===== config.mk =====
export PLATFORM = sky130hd
export DESIGN_NAME = muldiv_unit_flat
export DESIGN_NICKNAME = d
export VERILOG_FILES = /design/src/rtl/muldiv_unit_pkg.sv /design/src/rtl/muldiv_unit_if.sv /design/src/rtl/muldiv_unit_negate.sv /design/src/rtl/muldiv_unit.sv /design/src/flat_wrapper.sv
export SDC_FILE = /design/constraint.sdc
export NUM_CORES = 1
export LEC_CHECK = 0
export CORE_UTILIZATION = 35
export DETAILED_ROUTE_END_ITERATION = 8
export DONT_BUFFER_PORTS = 1
export GPL_TIMING_DRIVEN = 0
export SYNTH_ARGS = -nofsm -noshare
export SYNTH_HDL_FRONTEND = slang
export SYNTH_HIERARCHICAL = 1
export SYNTH_SLANG_ARGS = --single-unit

===== constraint.sdc =====
create_clock -name clk -period 10.9 [get_ports clk]
set_clock_uncertainty 0.1 [all_clocks]
set_input_delay 0.545 -clock clk [delete_from_list [all_inputs] [get_ports clk]]
set_output_delay 0.545 -clock clk [all_outputs]
set_load 0.01 [all_outputs]

===== src/rtl/muldiv_unit_pkg.sv =====
// muldiv_unit_pkg: shared encodings for the iterative multiply/divide unit.
//   MD_WIDTH   default operand / HI / LO width
//   md_op_t    MULT, MULTU, DIV, DIVU operation codes
//   state_t    sequencer states (IDLE, CALC, FIX)
package muldiv_unit_pkg;

   localparam int MD_WIDTH = 32;

   typedef enum logic [1:0] {
      MD_MULT  = 2'b00,
      MD_MULTU = 2'b01,
      MD_DIV   = 2'b10,
      MD_DIVU  = 2'b11
   } md_op_t;

   typedef enum logic [1:0] {
      IDLE = 2'd0,
      CALC = 2'd1,
      FIX  = 2'd2
   } state_t;

   function automatic logic op_is_signed(md_op_t op);
      return (op == MD_MULT) || (op == MD_DIV);
   endfunction

   function automatic logic op_is_div(md_op_t op);
      return op[1];
   endfunction

endpackage


===== src/rtl/muldiv_unit_if.sv =====
// muldiv_unit_if: control-side bundle of the multiply/divide unit.
//   master : control unit (drives start/op/operands/MTHI/MTLO, reads busy/done/hi/lo)
//   slave  : muldiv_unit
//
// Handshake: start is a request that is accepted only on a clock edge where
// busy is low; there is no backpressure beyond busy and no queuing, so a start
// seen while busy is dropped. done is a single-cycle pulse marking the first
// cycle in which hi/lo hold the new result. hi_we/lo_we take effect only on
// edges where busy is low.
interface muldiv_unit_if
   import muldiv_unit_pkg::*;
#(
   parameter int WIDTH = MD_WIDTH
);
   logic             start;
   md_op_t           op;
   logic [WIDTH-1:0] busa;
   logic [WIDTH-1:0] busb;
   logic             hi_we;
   logic             lo_we;
   logic [WIDTH-1:0] wdata;
   logic             busy;
   logic             done;
   logic [WIDTH-1:0] hi;
   logic [WIDTH-1:0] lo;

   modport master (
      output start, op, busa, busb, hi_we, lo_we, wdata,
      input  busy, done, hi, lo
   );

   modport slave (
      input  start, op, busa, busb, hi_we, lo_we, wdata,
      output busy, done, hi, lo
   );
endinterface


===== src/rtl/muldiv_unit_negate.sv =====
// muldiv_negate: conditional two's-complement negation.
//   in_i   value
//   neg_i  1 = negate, 0 = pass through
//   out_o  result (W bits; -(-2^(W-1)) wraps to itself, which is what the
//          magnitude path wants when read as unsigned)
module muldiv_negate #(
   parameter int W = 32
) (
   input  logic [W-1:0] in_i,
   input  logic         neg_i,
   output logic [W-1:0] out_o
);
   assign out_o = neg_i ? (~in_i + {{(W-1){1'b0}}, 1'b1}) : in_i;
endmodule


===== src/rtl/muldiv_unit.sv =====
// muldiv_unit: iterative MIPS MULT/MULTU/DIV/DIVU unit with private HI/LO.
//   clk          system clock, rising edge
//   reset        asynchronous, active-high; clears all state
//   md           muldiv_unit_if.slave (start/op/busa/busb/hi_we/lo_we/wdata in,
//                busy/done/hi/lo out)
//   dbg_state_o  current sequencer state
// Launch edge captures operand magnitudes and result signs, WIDTH CALC
// cycles process one bit each on unsigned magnitudes, FIX applies signs and
// writes HI/LO, and done pulses the cycle after.
module muldiv_unit
   import muldiv_unit_pkg::*;
#(
   parameter int WIDTH = MD_WIDTH
) (
   input  logic    clk,
   input  logic    reset,
   muldiv_unit_if.slave md,
   output state_t  dbg_state_o
);
   localparam int CW = $clog2(WIDTH);

   state_t             state_q, state_d;
   logic [CW-1:0]      cnt_q, cnt_d;
   // {remainder, quotient} for divide, {product high, product low} for multiply
   logic [2*WIDTH-1:0] acc_q, acc_d;
   // multiplicand magnitude or divisor magnitude
   logic [WIDTH-1:0]   opb_q, opb_d;
   logic               is_div_q, is_div_d;
   logic               neg_res_q, neg_res_d;  // negate product / quotient
   logic               neg_rem_q, neg_rem_d;  // remainder follows dividend sign
   logic               dz_q, dz_d;            // divide by zero
   logic [WIDTH-1:0]   hi_q, hi_d, lo_q, lo_d;
   logic               done_q, done_d;

   // Operand magnitudes at launch
   logic             sa, sb, launch_div;
   logic [WIDTH-1:0] abs_a, abs_b;
   assign launch_div = op_is_div(md.op);
   assign sa = op_is_signed(md.op) & md.busa[WIDTH-1];
   assign sb = op_is_signed(md.op) & md.busb[WIDTH-1];

   muldiv_negate #(.W(WIDTH)) u_abs_a (.in_i(md.busa), .neg_i(sa), .out_o(abs_a));
   muldiv_negate #(.W(WIDTH)) u_abs_b (.in_i(md.busb), .neg_i(sb), .out_o(abs_b));

   // Result sign fixups in FIX
   logic [2*WIDTH-1:0] prod_fix;
   logic [WIDTH-1:0]   quo_fix, rem_fix;
   muldiv_negate #(.W(2*WIDTH)) u_fix_prod (.in_i(acc_q), .neg_i(neg_res_q), .out_o(prod_fix));
   muldiv_negate #(.W(WIDTH)) u_fix_quo (.in_i(acc_q[WIDTH-1:0]), .neg_i(neg_res_q), .out_o(quo_fix));
   muldiv_negate #(.W(WIDTH)) u_fix_rem (.in_i(acc_q[2*WIDTH-1:WIDTH]), .neg_i(neg_rem_q), .out_o(rem_fix));

   // Multiply step: add multiplicand into the high half when the multiplier
   // LSB is set, then shift the whole accumulator right with the carry.
   logic [WIDTH:0]     mul_sum;
   logic [2*WIDTH-1:0] mul_next;
   assign mul_sum  = {1'b0, acc_q[2*WIDTH-1:WIDTH]}
                   + (acc_q[0] ? {1'b0, opb_q} : {(WIDTH+1){1'b0}});
   assign mul_next = {mul_sum, acc_q[WIDTH-1:1]};

   // Divide step: shift the next dividend bit into the partial remainder
   // (WIDTH+1 bits so nothing is lost) and subtract when it fits.
   logic [WIDTH:0]     div_shift, div_diff;
   logic               div_ge;
   logic [WIDTH-1:0]   div_rem;
   logic [2*WIDTH-1:0] div_next;
   assign div_shift = {acc_q[2*WIDTH-1:WIDTH], acc_q[WIDTH-1]};
   assign div_ge    = div_shift >= {1'b0, opb_q};
   assign div_diff  = div_shift - {1'b0, opb_q};
   assign div_rem   = div_ge ? div_diff[WIDTH-1:0] : div_shift[WIDTH-1:0];
   assign div_next  = {div_rem, acc_q[WIDTH-2:0], div_ge};

   always_comb begin
      state_d   = state_q;
      cnt_d     = cnt_q;
      acc_d     = acc_q;
      opb_d     = opb_q;
      is_div_d  = is_div_q;
      neg_res_d = neg_res_q;
      neg_rem_d = neg_rem_q;
      dz_d      = dz_q;
      hi_d      = hi_q;
      lo_d      = lo_q;
      done_d    = 1'b0;
      case (state_q)
         IDLE: begin
            if (md.hi_we) hi_d = md.wdata;
            if (md.lo_we) lo_d = md.wdata;
            if (md.start) begin
               state_d   = CALC;
               cnt_d     = CW'(WIDTH-1);
               is_div_d  = launch_div;
               neg_res_d = sa ^ sb;
               neg_rem_d = sa;
               dz_d      = launch_div && (md.busb == '0);
               acc_d     = {{WIDTH{1'b0}}, (launch_div ? abs_a : abs_b)};
               opb_d     = launch_div ? abs_b : abs_a;
            end
         end
         CALC: begin
            acc_d = is_div_q ? div_next : mul_next;
            cnt_d = cnt_q - CW'(1);
            if (cnt_q == '0) state_d = FIX;
         end
         FIX: begin
            state_d = IDLE;
            done_d  = 1'b1;
            if (is_div_q) begin
               // Divide by zero: quotient all ones; the remainder path
               // already reproduces the original dividend.
               hi_d = rem_fix;
               lo_d = dz_q ? {WIDTH{1'b1}} : quo_fix;
            end else begin
               {hi_d, lo_d} = prod_fix;
            end
         end
         default: state_d = IDLE;
      endcase
   end

   always_ff @(posedge clk or posedge reset) begin
      if (reset) begin
         state_q   <= IDLE;
         cnt_q     <= '0;
         acc_q     <= '0;
         opb_q     <= '0;
         is_div_q  <= 1'b0;
         neg_res_q <= 1'b0;
         neg_rem_q <= 1'b0;
         dz_q      <= 1'b0;
         hi_q      <= '0;
         lo_q      <= '0;
         done_q    <= 1'b0;
      end else begin
         state_q   <= state_d;
         cnt_q     <= cnt_d;
         acc_q     <= acc_d;
         opb_q     <= opb_d;
         is_div_q  <= is_div_d;
         neg_res_q <= neg_res_d;
         neg_rem_q <= neg_rem_d;
         dz_q      <= dz_d;
         hi_q      <= hi_d;
         lo_q      <= lo_d;
         done_q    <= done_d;
      end
   end

   assign md.busy     = (state_q != IDLE);
   assign md.done     = done_q;
   assign md.hi       = hi_q;
   assign md.lo       = lo_q;
   assign dbg_state_o = state_q;

endmodule


===== src/flat_wrapper.sv =====
// flat-port wrapper written by rule: the top's interface ports become plain ports
module muldiv_unit_flat import muldiv_unit_pkg::*;
#(
   parameter int WIDTH = MD_WIDTH
)
  (clk, reset, dbg_state_o, md_start, md_op, md_busa, md_busb, md_hi_we, md_lo_we, md_wdata, md_busy, md_done, md_hi, md_lo);
  muldiv_unit_if #(.WIDTH(WIDTH)) md_i ();
  input  logic clk;
  input  logic reset;
  output state_t dbg_state_o;
  input wire logic [$bits(md_i.start)-1:0] md_start;
  input wire logic [$bits(md_i.op)-1:0] md_op;
  input wire logic [$bits(md_i.busa)-1:0] md_busa;
  input wire logic [$bits(md_i.busb)-1:0] md_busb;
  input wire logic [$bits(md_i.hi_we)-1:0] md_hi_we;
  input wire logic [$bits(md_i.lo_we)-1:0] md_lo_we;
  input wire logic [$bits(md_i.wdata)-1:0] md_wdata;
  output wire logic [$bits(md_i.busy)-1:0] md_busy;
  output wire logic [$bits(md_i.done)-1:0] md_done;
  output wire logic [$bits(md_i.hi)-1:0] md_hi;
  output wire logic [$bits(md_i.lo)-1:0] md_lo;
  assign md_i.start = md_start;
  assign md_i.op = md_op;
  assign md_i.busa = md_busa;
  assign md_i.busb = md_busb;
  assign md_i.hi_we = md_hi_we;
  assign md_i.lo_we = md_lo_we;
  assign md_i.wdata = md_wdata;
  assign md_busy = md_i.busy;
  assign md_done = md_i.done;
  assign md_hi = md_i.hi;
  assign md_lo = md_i.lo;
  muldiv_unit #(.WIDTH(WIDTH)) u_core (.clk(clk), .reset(reset), .md(md_i), .dbg_state_o(dbg_state_o));
endmodule

==> flow_summary.json <==
{
  "outcome": "finished clean",
  "timing.fmax_mhz": 232,
  "vias_per_cell": 5.97,
  "netlist_instances": 2089,
  "critPathLaunchType": "flop",
  "grt_max_degree": 108,
  "hold_class": "primary input to flop",
  "final_max_slew_viol_count": 0,
  "setup_viol": 0,
  "wl_per_cell_um": 22.4,
  "utilization": 0.384,
  "p_leak_nw": 7.34,
  "finalWeightedCongestion": 0.950,
  "min_period_ns": 4.31,
  "drtIter0Drc": 1595,
  "cts.reportedPaths.clkPinSlew_ns": 0.07,
  "reg2reg_depth": 14,
  "drive_above_1_share": 0.0622,
  "cts_root_buffer": "clkbuf_16",
  "htree_levels": 4,
  "start_util": 0.354,
  "hp-start": "md_op[0]",
  "final_hold_viol_count": 0,
  "required_ns": 11.17,
  "crit_path_max_fanout": 14,
  "diodes": 0,
  "worstMarginPinSlew_ns": 0.870,
  "synth_area_sq_um": 17300,
  "ys_seq_area_frac": 0.248,
  "finalCritPeriodShare": 0.395,
  "track_usage": 0.243,
  "yosysWarnings": 6,
  "cp.arrival_ns": 4.58,
  "clock_path_buffers": 2,
  "layout.nets": 2286,
  "multi_input_area_sq_um": 12300,
  "placementRows": 81,
  "num_io_pins": 171,
  "synth_nets": 2265,
  "stdcell_count": 2786,
  "fill_cells": 5063,
  "postRouteAntennaNets": 0,
  "vias": 16600,
  "avgSynthCellArea_sq_um": 8.30,
  "rsz0062_at_grt": "no",
  "power.density_nw_per_um2": 354,
  "dr.pass1.iters": 6,
  "fin_ws_ns": 6.59,
  "die_w_um": 225,
  "synthArstFlopShare": 1.00,
  "min_delay_path_depth": 1,
  "final_cell_mix": "nand2_1 (212), xnor2_1 (212), o21ai_0 (172), dfrtp_1 (172), a21oi_1 (156)",
  "cp-startpoint": "u_core/acc_q[0]$_DFFE_PP0P_",
  "ys_ff_latch": 172,
  "grt-ovfl-total": 0,
  "synthToLayoutAreaGrowth_pct": 8.39,
  "crit_type": "flop to flop",
  "die-area_sq_um": 50400,
  "portBuffers": 0,
  "insertion_delay_ns": 0.46,
  "setup-tns-final_ns": 0,
  "routed_wirelength_um": 62400,
  "ctsResizeCount": 0,
  "placed_cells": 2754,
  "drc": 0,
  "reg2reg_from": "u_core/acc_q[0]$_DFFE_PP0P_",
  "dp_hpwl_um": 49700,
  "synthFlopType": "dfrtp_1",
  "synth_edf_count": 0,
  "core_area_sq_um": 49000,
  "numClockSinks": 172,
  "slew_headroom": 0.420,
  "endpoint_kind": "flop",
  "pre_cts_slack_ns": 6.68,
  "cts_tree": "built",
  "antenna_found_initial": 1,
  "cts_buffers": 17,
  "reg2reg_setup_slack_ns": 6.59,
  "ff_latch_area_sq_um": 4300,
  "die_h_um": 225,
  "peakVddDrop_v": 0.000150,
  "synth_cell_types": 88,
  "grt_pass1_wl_um": 94200,
  "grt_pass1_vias": 15700,
  "maxCapViolCount": 0
}
cells in the mapped netlist, types with 6 or more instances:
library cell / instances / area share
a21o_1: 24 / 0.010
buf_4: 6 / 0.0026
nand2_1: 212 / 0.046
nand2b_1: 28 / 0.010
dfrtp_1: 172 / 0.25
ha_1: 71 / 0.051
o21a_1: 7 / 0.0030
a31oi_1: 9 / 0.0032
nand3_1: 32 / 0.0092
o22ai_1: 32 / 0.012
inv_1: 62 / 0.013
and3_1: 7 / 0.0025
o21ai_0: 172 / 0.050
buf_2: 7 / 0.0020
or3_1: 20 / 0.0072
nor2_1: 144 / 0.031
a21oi_1: 156 / 0.045
xnor2_1: 212 / 0.11
a22oi_1: 21 / 0.0091
nor2b_1: 11 / 0.0040
o221ai_1: 36 / 0.018
or2b_1: 8 / 0.0035
clkbuf_1: 77 / 0.017
or4_1: 7 / 0.0030
and2_1: 38 / 0.014
nor4_1: 23 / 0.0083
nor3_1: 24 / 0.0069
xor2_1: 23 / 0.012
o31ai_1: 54 / 0.023
a211oi_1: 8 / 0.0035
o41ai_1: 28 / 0.014
buf_1: 30 / 0.0065
o41ai_2: 21 / 0.020
mux2i_1: 153 / 0.088
nor4_4: 16 / 0.020
nand4_1: 25 / 0.0090
layer usage:
layer	share of wire	vias up	global-route usage
met5	0.00021	-	0
met4	0.024	2	0.0772
met3	0.082	92	0.0426
met2	0.45	678	0.378
met1	0.45	8126	0.338
li1	-	7747	-
power breakdown:
group          internal (mW)  total (mW)  leakage (nW)  switching (mW)
Sequential             0.961        1.74          2.06           0.781
Combinational           1.84        4.29          5.00            2.44
Clock                  0.350       0.623         0.285           0.273
Total                   3.16        6.65          7.34            3.50
repair_timing:
action                    CTS  global route
hold endpoints to repair   65             0
setup buffers               0             0
hold buffers                1             0
path summary, 6_finish.rpt:
check | end
hold reg to reg | u_core/cnt_q[0]$_DFFE_PP0P_
hold / removal | u_core/neg_res_q$_DFFE_PP0P_
setup / recovery | u_core/acc_q[63]$_DFFE_PP0P_
setup reg to reg | u_core/acc_q[63]$_DFFE_PP0P_
max in group asynchronous | u_core/opb_q[26]$_DFFE_PP0P_
min in group asynchronous | u_core/md.hi[24]$_DFFE_PP0P_
logic make-up after synthesis:
kind of cell | share of synthesized area
XOR/XNOR | 0.119
adder cells (fa/ha/maj) | 0.0535
AO/OA/AOI/OAI | 0.246
buffers and inverters | 0.0445
multiplexers | 0.0905
AND/OR/NAND/NOR | 0.198
flip-flops | 0.248
metrics by stage:
| stage | hold WS, ns | power, mW | instance area, sq um |
|---|---|---|---|
| final | 0.0715 | 6.65 | 18800 |
| after global routing | 0.0654 | 7.15 | 18800 |
| after CTS | 0.0528 | 6.60 | 18800 |
| after detailed placement | 0.368 | 5.96 | 18200 |
| after global placement | 0.390 | 5.88 | 18200 |
| after floorplan | 0.341 | 4.76 | 17300 |
area by class of cell:
type / instances / share of cell area
multi-input cells: 1730 / 0.653
flip-flops and latches: 172 / 0.229
well taps: 664 / 0.0442
plain buffers: 125 / 0.0286
clock buffers: 22 / 0.0247
inverters: 62 / 0.0128
clock inverters: 9 / 0.00606
repair buffers: 2 / 0.00200
flip-flops by register name (all words and copies together), names as in the netlist:
signal	flops
u_core/md.lo	32
u_core/opb_q	32
u_core/cnt_q	5
u_core/is_div_q	1
u_core/acc_q	64
u_core/dz_q	1
u_core/md.done	1
u_core/neg_rem_q	1
u_core/md.hi	32
u_core/dbg_state_o	2
u_core/neg_res_q	1
critical path, stage by stage, from the launching register on:
cell	delay, ns
dfrtp_1	0.74
clkbuf_1	0.43
and2_1	0.21
ha_1	0.19
inv_1	0.07
fa_1	0.37
nand2b_1	0.19
a21oi_1	0.25
nor4_1	0.16
o211a_1	0.30
a211o_1	0.37
a211oi_2	0.26
o21ai_0	0.14
a31o_2	0.27
a221oi_2	0.16
(Power assumes the default switching activity.)
